[src/rtl/ac97_frame_tx_if.sv]
// Command request channel into the AC'97 frame transmitter.
interface ac97_frame_tx_if;
    // valid/ready: a command transfers on a rising clk edge where cmd_valid and cmd_ready
    // are both high; the master keeps cmd_valid, cmd_addr and cmd_data stable until then.
    logic        cmd_valid;
    logic [6:0]  cmd_addr;
    logic [15:0] cmd_data;
    logic        cmd_ready;

    modport master (
        output cmd_valid,
        output cmd_addr,
        output cmd_data,
        input  cmd_ready
    );

    modport slave (
        input  cmd_valid,
        input  cmd_addr,
        input  cmd_data,
        output cmd_ready
    );
endinterface

[src/rtl/ac97_frame_tx.sv]
// AC'97-style 256-bit frame serializer: tag, optional codec register write, mono PCM on
// both stereo slots, with a one-entry command holding register and a 48 kHz frame strobe.
module ac97_frame_tx #(
    parameter int CLKS_PER_BIT = 4
) (
    input  logic           clk,
    input  logic           reset,
    input  logic [15:0]    sample_in,
    output logic           new_frame,
    ac97_frame_tx_if.slave cmd,
    output logic           sync,
    output logic           sdata_out
);
    localparam int               SUB_W       = (CLKS_PER_BIT > 1) ? $clog2(CLKS_PER_BIT) : 1;
    localparam logic [SUB_W-1:0] SUB_LAST    = SUB_W'(CLKS_PER_BIT - 1);
    localparam logic [7:0]       TAG_BITS    = 8'd16;

    logic [SUB_W-1:0] sub_cnt;
    logic [7:0]       bit_cnt;

    // cmd_ready_q high means the holding register is empty
    logic             cmd_ready_q;
    logic [6:0]       hold_addr;
    logic [15:0]      hold_data;

    logic             cmd_loaded;
    logic [6:0]       frame_addr;
    logic [15:0]      frame_data;
    logic [15:0]      captured_sample;

    logic             frame_start;
    logic             capture;
    logic             accept;
    logic [15:0]      tag;
    logic [19:0]      slot1;
    logic [19:0]      slot2;
    logic [19:0]      slot_pcm;
    logic [255:0]     frame_vec;

    assign frame_start   = (bit_cnt == 8'd0) && (sub_cnt == '0);
    assign capture       = (bit_cnt == TAG_BITS) && (sub_cnt == '0);
    assign accept        = cmd.cmd_valid && cmd_ready_q;
    assign cmd.cmd_ready = cmd_ready_q;

    // Frame bit b lives at frame_vec[255-b]; slots 5..12 are always zero.
    assign tag       = {1'b1, cmd_loaded, cmd_loaded, 2'b11, 11'd0};
    assign slot1     = cmd_loaded ? {1'b0, frame_addr, 12'h000} : 20'd0;
    assign slot2     = cmd_loaded ? {frame_data, 4'h0} : 20'd0;
    assign slot_pcm  = {captured_sample, 4'h0};
    assign frame_vec = {tag, slot1, slot2, slot_pcm, slot_pcm, 160'd0};

    always_ff @(posedge clk or posedge reset) begin
        if (reset) begin
            sub_cnt         <= '0;
            bit_cnt         <= 8'd0;
            cmd_ready_q     <= 1'b1;
            hold_addr       <= 7'd0;
            hold_data       <= 16'd0;
            cmd_loaded      <= 1'b0;
            frame_addr      <= 7'd0;
            frame_data      <= 16'd0;
            captured_sample <= 16'd0;
            new_frame       <= 1'b0;
            sync            <= 1'b0;
            sdata_out       <= 1'b0;
        end else begin
            if (sub_cnt == SUB_LAST) begin
                sub_cnt <= '0;
                bit_cnt <= bit_cnt + 8'd1;
            end else begin
                sub_cnt <= sub_cnt + SUB_W'(1);
            end

            new_frame <= frame_start;
            sync      <= (bit_cnt < TAG_BITS);
            sdata_out <= frame_vec[8'd255 - bit_cnt];

            if (capture) begin
                captured_sample <= sample_in;
            end

            if (frame_start) begin
                cmd_loaded <= ~cmd_ready_q;
                if (!cmd_ready_q) begin
                    frame_addr <= hold_addr;
                    frame_data <= hold_data;
                end
            end

            // A full holding register blocks accept, so draining and filling never collide.
            if (frame_start && !cmd_ready_q) begin
                cmd_ready_q <= 1'b1;
            end else if (accept) begin
                cmd_ready_q <= 1'b0;
                hold_addr   <= cmd.cmd_addr;
                hold_data   <= cmd.cmd_data;
            end
        end
    end
endmodule

[src/flat_wrapper.sv]
// flat-port wrapper written by rule: the top's interface ports become plain ports
module ac97_frame_tx_flat 
#(
    parameter int CLKS_PER_BIT = 4
)
  (clk, reset, sample_in, new_frame, sync, sdata_out, cmd_cmd_valid, cmd_cmd_addr, cmd_cmd_data, cmd_cmd_ready);
  ac97_frame_tx_if cmd_i ();
  input  logic clk;
  input  logic reset;
  input  logic [15:0] sample_in;
  output logic new_frame;
  output logic sync;
  output logic sdata_out;
  input wire logic [$bits(cmd_i.cmd_valid)-1:0] cmd_cmd_valid;
  input wire logic [$bits(cmd_i.cmd_addr)-1:0] cmd_cmd_addr;
  input wire logic [$bits(cmd_i.cmd_data)-1:0] cmd_cmd_data;
  output wire logic [$bits(cmd_i.cmd_ready)-1:0] cmd_cmd_ready;
  assign cmd_i.cmd_valid = cmd_cmd_valid;
  assign cmd_i.cmd_addr = cmd_cmd_addr;
  assign cmd_i.cmd_data = cmd_cmd_data;
  assign cmd_cmd_ready = cmd_i.cmd_ready;
  ac97_frame_tx #(.CLKS_PER_BIT(CLKS_PER_BIT)) u_core (.clk(clk), .reset(reset), .sample_in(sample_in), .new_frame(new_frame), .cmd(cmd_i), .sync(sync), .sdata_out(sdata_out));
endmodule
[config.mk]
export PLATFORM = sky130hd
export DESIGN_NAME = ac97_frame_tx_flat
export DESIGN_NICKNAME = d
export VERILOG_FILES = /design/src/rtl/ac97_frame_tx_if.sv /design/src/rtl/ac97_frame_tx.sv /design/src/flat_wrapper.sv
export SDC_FILE = /design/constraint.sdc
export NUM_CORES = 1
export LEC_CHECK = 0
export BUFFER_PORTS_ARGS = -buffer_cell sky130_fd_sc_hd__buf_2
export CAP_MARGIN = 0
export CORE_MARGIN = 4
export CORE_UTILIZATION = 53
export DETAILED_ROUTE_END_ITERATION = 8
export GPL_ROUTABILITY_DRIVEN = 0
export PLACE_DENSITY_LB_ADDON = 0.08
export SLEW_MARGIN = 15
export SYNTH_ARGS = -nofsm -noshare
export SYNTH_HDL_FRONTEND = slang
export SYNTH_SLANG_ARGS = --single-unit
[constraint.sdc]
create_clock -name clk -period 7.55 [get_ports clk]
set_clock_uncertainty 0.1 [all_clocks]
set_input_delay 1.51 -clock clk [delete_from_list [all_inputs] [get_ports clk]]
set_output_delay 1.51 -clock clk [all_outputs]
set_load 0.1 [all_outputs]
==> results of run 1 <==
==> cells by family after synthesis <==
family	synth area share
flip-flops	0.545
adder cells (fa/ha/maj)	0.0141
AND/OR/NAND/NOR	0.0774
AO/OA/AOI/OAI	0.0166
multiplexers	0.290
XOR/XNOR	0.0198
buffers and inverters	0.0371
==> per-layer routing <==
layer,vias up,wire [microns]
met1,1005,2570
met3,4,187
met5,-,0
met2,26,2980
li1,937,-
met4,0,59
==> cells in the final DEF, fill, tap and decap left out, types with 2 or more instances in the layout <==
master and n:
nand4_1 7, nor4_1 2, clkinvlp_4 2, mux4_2 11
mux2_2 43, nor2b_1 2, inv_1 5, nand2_1 7
nor2_1 7, xor2_1 3, ha_1 4, mux2_4 19
buf_2 45, xnor2_1 5, clkbuf_8 9, nand3_1 8
dfrtp_1 76, clkinv_2 2
==> power breakdown <==
group	internal [mW]	switching, mW	total (mW)
sequential	0.476	0.0312	0.507
combinational	0.0566	0.0284	0.0850
clock	0.152	0.149	0.301
==> per-stage QoR <==
stage,setup WS (ns),hold WS [ns]
6_report,4.55,0.370
5_1_grt,4.49,0.394
4_1_cts,4.52,0.375
3_5_place_dp,4.56,0.361
3_3_place_gp,4.57,0.349
2_1_floorplan,3.97,0.324
==> final cells by class <==
class	count	area [sq um]
Fill cell	531	2460
Clock buffer	10	128
Timing Repair Buffer	46	233
Clock inverter	6	63.8
Tap cell	77	96.3
Inverter	6	22.5
Multi-Input combinational cell	138	1490
Sequential cell	77	1930
==> registers in the layout (all words and copies together) (netlist names), 2 cells and up <==
register / flops
u_core.hold_addr: 7
u_core.bit_cnt: 8
u_core.hold_data: 16
u_core.sub_cnt: 2
u_core.captured_sample: 16
u_core.frame_data: 16
u_core.frame_addr: 7
==> worst min path at each step <==
| stage | slack (ns) | from | end |
|---|---|---|---|
| finish | 0.37 | u_core.sub_cnt[0] | u_core.sub_cnt[0] |
| global route | 0.39 | u_core.sub_cnt[0] | u_core.sub_cnt[0] |
| CTS | 0.38 | u_core.sub_cnt[0] | u_core.sub_cnt[0] |
| detailed placement | 0.36 | u_core.sub_cnt[0] | u_core.sub_cnt[0] |
| global placement | 0.35 | u_core.sub_cnt[0] | u_core.sub_cnt[0] |
| floorplan | 0.32 | u_core.sub_cnt[0] | u_core.sub_cnt[0] |
==> results.yml, run 1 <==
min_path:
  hold_class: "flip-flop to flip-flop"
  hold_depth: 1
timing:
  clock.fmax_ghz: 0.333
  final.period_utilization: 0.398
  tns_ns: 0
  worst_slew_pin_slew_ns: 0.957
  period_needed_ns: 3.00
  finalSetupViolations: 0
  final_max_slew_viol_count: 0
  hold_viol_final: 0
  max-slew-margin-rel: 0.360
  rsz0062_at_grt: "false"
placed_design:
  dp_hpwl_microns: 3890
  io_buffers: 45
  placed_area_sq_um: 3760
  dp.cells: 344
critical_path:
  critPathTopFamily: "flip-flops"
  r2r_slack_ns: 4.83
  path_depth: 1
  timing.rr.start: "u_core.bit_cnt[0]"
  cp_cell_sequence: "buf_2"
  worstPathArrival_ns: 1.39
  regToRegEndpoint: "u_core.frame_data[4]"
  critPathKind: "flip-flop to output pin"
  cp_data_required_time_ns: 5.94
  crit_start: "u_core.cmd.cmd_ready"
  endpoint_kind: "output pin"
  crit_path_top_delay_cell: "dfstp_2"
  max_stage_delay_ns: 0.61
  cp_num_buf_inv: 1
  critPathLaunchType: "flip-flop"
  cp-endpoint: "cmd_cmd_ready"
  crit_fanout: 4
  ff2ff_path_depth: 6
drt:
  vias: 1972
  route.detailed.drc: 0
  routedWlPerCell_microns: 16.1
  wirelength_microns: 5800
  via_per_inst: 5.48
  ant_nets: 0
  drtIter0Drc: 79
  dr.pass1.iters: 4
clock_network:
  clk_latency_ns: 0.34
  cts_hold_buf: 0
  cts_htree_levels: 3
  cts.path.max_buffers: 2
  cts.sink_count: 77
  cts_setup_buffers: 0
  cts_buffers: 9
  cts.clk_slew.worst_paths_ns: 0.08
  cts_root_buf: "clkbuf_8"
  cts_tree: "done"
  ctsResizeCount: 0
power_and_ir_drop:
  power_leakage_nw: 1.84
  p_total_mw: 0.892
  ir_drop_v: 0.000142
  powerDensity_nw_per_um2: 226
synthesis:
  synth_ff_type: "dfrtp_1"
  yosysWarnings: 0
  synth_seq_cells: 77
  seq_area_frac_synth: 0.545
  ys_async_sr_fraction: 1.00
  avgSynthCellArea_sq_um: 15.0
  synth_nets: 282
  synth_common_cells: "76 x dfrtp_1, 43 x mux2_2, 19 x mux2_4"
  netlist_top_cells_area: "dfrtp_1 54%, mux2_2 14%, mux2_4 8.1%"
  synth_top_cell_by_area: "dfrtp_1"
  synth.most_common_cell: "dfrtp_1"
  synth-edff-count: 0
  syn_inst: 236
  ys_types: 39
  netlist_area_sq_um: 3540
  synth_top_area_frac: 0.537
global_route:
  grt_usage: 0.157
  use_met2: 0.245
  overflow: 0
  grt_first_pass_wirelength_microns: 10100
  use_met1: 0.215
  grt_pass1_vias: 2058
  grtUsageMet3: 0.0367
  grt.busiest_layer: "met2"
  grt_max_degree: 78
  antenna_found_initial: 0
layout:
  area_delta_synth_final_pct: 11.8
  drive_gt1_frac: 0.498
  antennaDiodeCount: 0
  final_core_utilization: 0.616
  finish.instance_area_sq_um: 3960
  fin_nets: 324
  layoutNonFillerInstCount: 360
status:
  status: "finished clean"
floorplanning:
  die_w_microns: 89.7
  start_util: 0.551
  ios: 46
  chipHeight_microns: 89.7
  rows: 29
  die_area_sq_um: 8050
  coreArea_sq_um: 6420
run:
  cap_viol_max_count: 0
Note: power is estimated with default switching activity, not from simulation.
==> run 2: changes to the inputs <==
ABC_AREA = 1   (was default)
CORE_UTILIZATION = 52   (was 53)
clock period = 2.4 ns   (was 7.55 ns; I/O delays follow)
==> run 2 against run 1 <==
Net effect:
- register-to-register slack worse by 4.4 ns
- final cell count is 47% higher
- via count rose by 31%
- final area is 3.3% higher
- worst hold slack got worse by 0.34 ns
- combinational power is 68% higher
- total power increased to 2.9 times the previous value
==> results.yml, run 2 <==
timing:
  finalSetupViolations: 0
  final_max_slew_viol_count: 0
  clock.fmax_ghz: 0.520
  worst_slew_pin_slew_ns: 0.486
  period_needed_ns: 1.92
  max-slew-margin-rel: 0.679
  rsz0062_at_grt: "false"
  hold_viol_final: 0
  tns_ns: 0
  final.period_utilization: 0.801
global_route:
  grt_max_degree: 60
  grt_pass1_vias: 2622
  overflow: 0
  grt_first_pass_wirelength_microns: 11900
  grt_usage: 0.178
  antenna_found_initial: 0
power_and_ir_drop:
  comb_power_share: 0.055
  p_sw_frac: 0.211
  powerDensity_nw_per_um2: 632
  intPower_mw: 2.04
  power_leakage_nw: 2.13
  pwr-share-seq: 0.532
  pwr-share-clk: 0.413
  ir_drop_v: 0.000413
  p_total_mw: 2.58
  switching_power_mw: 0.545
clock_network:
  cts.path.max_buffers: 2
  cts_buffers: 9
  cts.clk_slew.worst_paths_ns: 0.08
  cts_root_buf: "clkbuf_8"
  cts.sink_count: 77
  ctsResizeCount: 0
  cts_htree_levels: 3
  cts_tree: "done"
  clk_latency_ns: 0.34
  cts_hold_buf: 0
  cts_setup_buffers: 0
floorplanning:
  rows: 30
  coreArea_sq_um: 6760
  chipHeight_microns: 91.1
  die_area_sq_um: 8290
  ios: 46
  die_w_microns: 91.1
  start_util: 0.531
synthesis:
  synth_top_area_frac: 0.530
  yosysWarnings: 0
  synth_seq_cells: 77
  ys_async_sr_fraction: 1.00
  synth_ff_type: "dfrtp_1"
  synth_nets: 444
  syn_inst: 398
  avgSynthCellArea_sq_um: 9.02
  seq_area_frac_synth: 0.537
  ys_types: 32
  synth.most_common_cell: "nand2_1"
  synth_top_cell_by_area: "dfrtp_1"
  netlist_top_cells_area: "dfrtp_1 53%, nand2_1 8.7%, inv_1 5.4%"
  netlist_area_sq_um: 3590
  synth-edff-count: 0
  synth_common_cells: "83 x nand2_1, 76 x dfrtp_1, 52 x inv_1"
layout:
  final_cell_mix: "83 x nand2_1, 76 x dfrtp_1, 51 x inv_1"
  finish.instance_area_sq_um: 4090
  drive_gt1_frac: 0.213
  reg.largest.list: "u_core.captured_sample: 16 flops, u_core.frame_data: 16 flops, u_core.hold_data: 16 flops"
  layoutNonFillerInstCount: 530
  fin_nets: 491
  mostFrequentLayoutCell: "nand2_1"
  area_delta_synth_final_pct: 13.9
  antennaDiodeCount: 0
critical_path:
  cp_cell_sequence: "inv_2, ha_1, nand2_4, nor3_4, nand2_4, mux2_4"
  timing.rr.start: "u_core.bit_cnt[0]"
  cpMostUsedCell: "nand2_4"
  endpoint_kind: "flip-flop"
  regToRegEndpoint: "u_core.captured_sample[2]"
  crit_fanout: 18
  r2r_slack_ns: 0.48
  worstPathArrival_ns: 2.05
  ff2ff_path_depth: 6
  cp_data_required_time_ns: 2.53
  critPathLaunchType: "flip-flop"
  crit_path_top_delay_cell: "dfrtp_1"
  max_stage_delay_ns: 0.39
  critPathKind: "flip-flop to flip-flop"
drt:
  route.detailed.drc: 0
  dr.pass1.iters: 4
  ant_nets: 0
  vias: 2585
  wirelength_microns: 6540
  drtIter0Drc: 137
  via_per_inst: 4.88
  routedWlPerCell_microns: 12.3
placed_design:
  dp.cells: 514
  io_buffers: 45
  placed_area_sq_um: 3870
  dp_hpwl_microns: 4610
run:
  cap_viol_max_count: 0
status:
  status: "finished clean"
min_path:
  hold_class: "input port to asynchronous set/reset pin"
run 2: cell count changes after synthesis, sizes merged, moves of 5 or more:
cell   delta
a21oi    +25
inv      +48
mux2     -46
mux4     -11
nand2    +79
nand3    +23
nand4     -8
nor2     +37
o21ai    +29
xnor2     -5
run 2: cell type report:
class	instances	area, sq um
inverter	54	206
fill	635	2670
timing repair buffer	51	283
tap	80	100
multi-input combinational	252	1350
sequential	77	1930
clock inverter	3	68.8
clock buffer	13	149
run 2: routing by layer:
layer,global-route usage,vias up,share of wire
met5,0,-,0
met4,0.0829,0,0.022
met3,0.0365,11,0.038
met2,0.279,41,0.45
met1,0.238,1187,0.49
li1,-,1346,-
run 2: cell families (layout without fill, tap and decap cells):
logic type,count (synthesis),after routing,synth area share
buf+inv,69,121,0.0861
compound gates,58,58,0.0865
simple gates,169,169,0.203
flops,77,77,0.537
mux,16,16,0.0607
xor+xnor,5,5,0.0122
fa+ha+maj,4,4,0.0139
run 2: critical path: cells and delay by family, from the launching register on:
kind	cells	cell delay, ns
buffers and inverters	1	0.26
adders and majority gates	1	0.28
DFF	1	0.39
and+or+nand+nor	3	0.45
muxes	1	0.34
run 2: worst max path at each step:
| stage | from | endpoint | slack, ns | depth (start not counted) |
|---|---|---|---|---|
| after floorplan | u_core.bit_cnt[1] | u_core.captured_sample[0] | 0.41 | 9 |
| after global placement | u_core.bit_cnt[0] | u_core.captured_sample[6] | 0.55 | 6 |
| after detailed placement | u_core.bit_cnt[0] | u_core.captured_sample[1] | 0.48 | 6 |
| after CTS | u_core.bit_cnt[0] | u_core.captured_sample[9] | 0.46 | 6 |
| after global routing | u_core.bit_cnt[0] | u_core.frame_addr[6] | 0.24 | 8 |
| final | u_core.bit_cnt[0] | u_core.captured_sample[2] | 0.48 | 6 |
run 2: metrics by stage:
stage | util | hold WS [ns] | setup slack (ns)
floorplan | - | 0.324 | 0.412
global placement | 0.573 | 0.339 | 0.548
detailed placement | 0.573 | 0.369 | 0.483
CTS | 0.605 | 0.0306 | 0.462
global route | 0.605 | 0.0480 | 0.244
finish | 0.605 | 0.0299 | 0.477
run 2: power by group through the flow:
| stage | Combinational [mW] | Clock [mW] | Sequential [mW] |
|---|---|---|---|
| finish | 0.143 | 1.07 | 1.37 |
| global route | 0.167 | 1.16 | 1.38 |
| CTS | 0.148 | 1.09 | 1.37 |
| detailed placement | 0.147 | 0 | 1.40 |
| global placement | 0.143 | 0 | 1.40 |
| floorplan | 0.0880 | 0 | 1.39 |
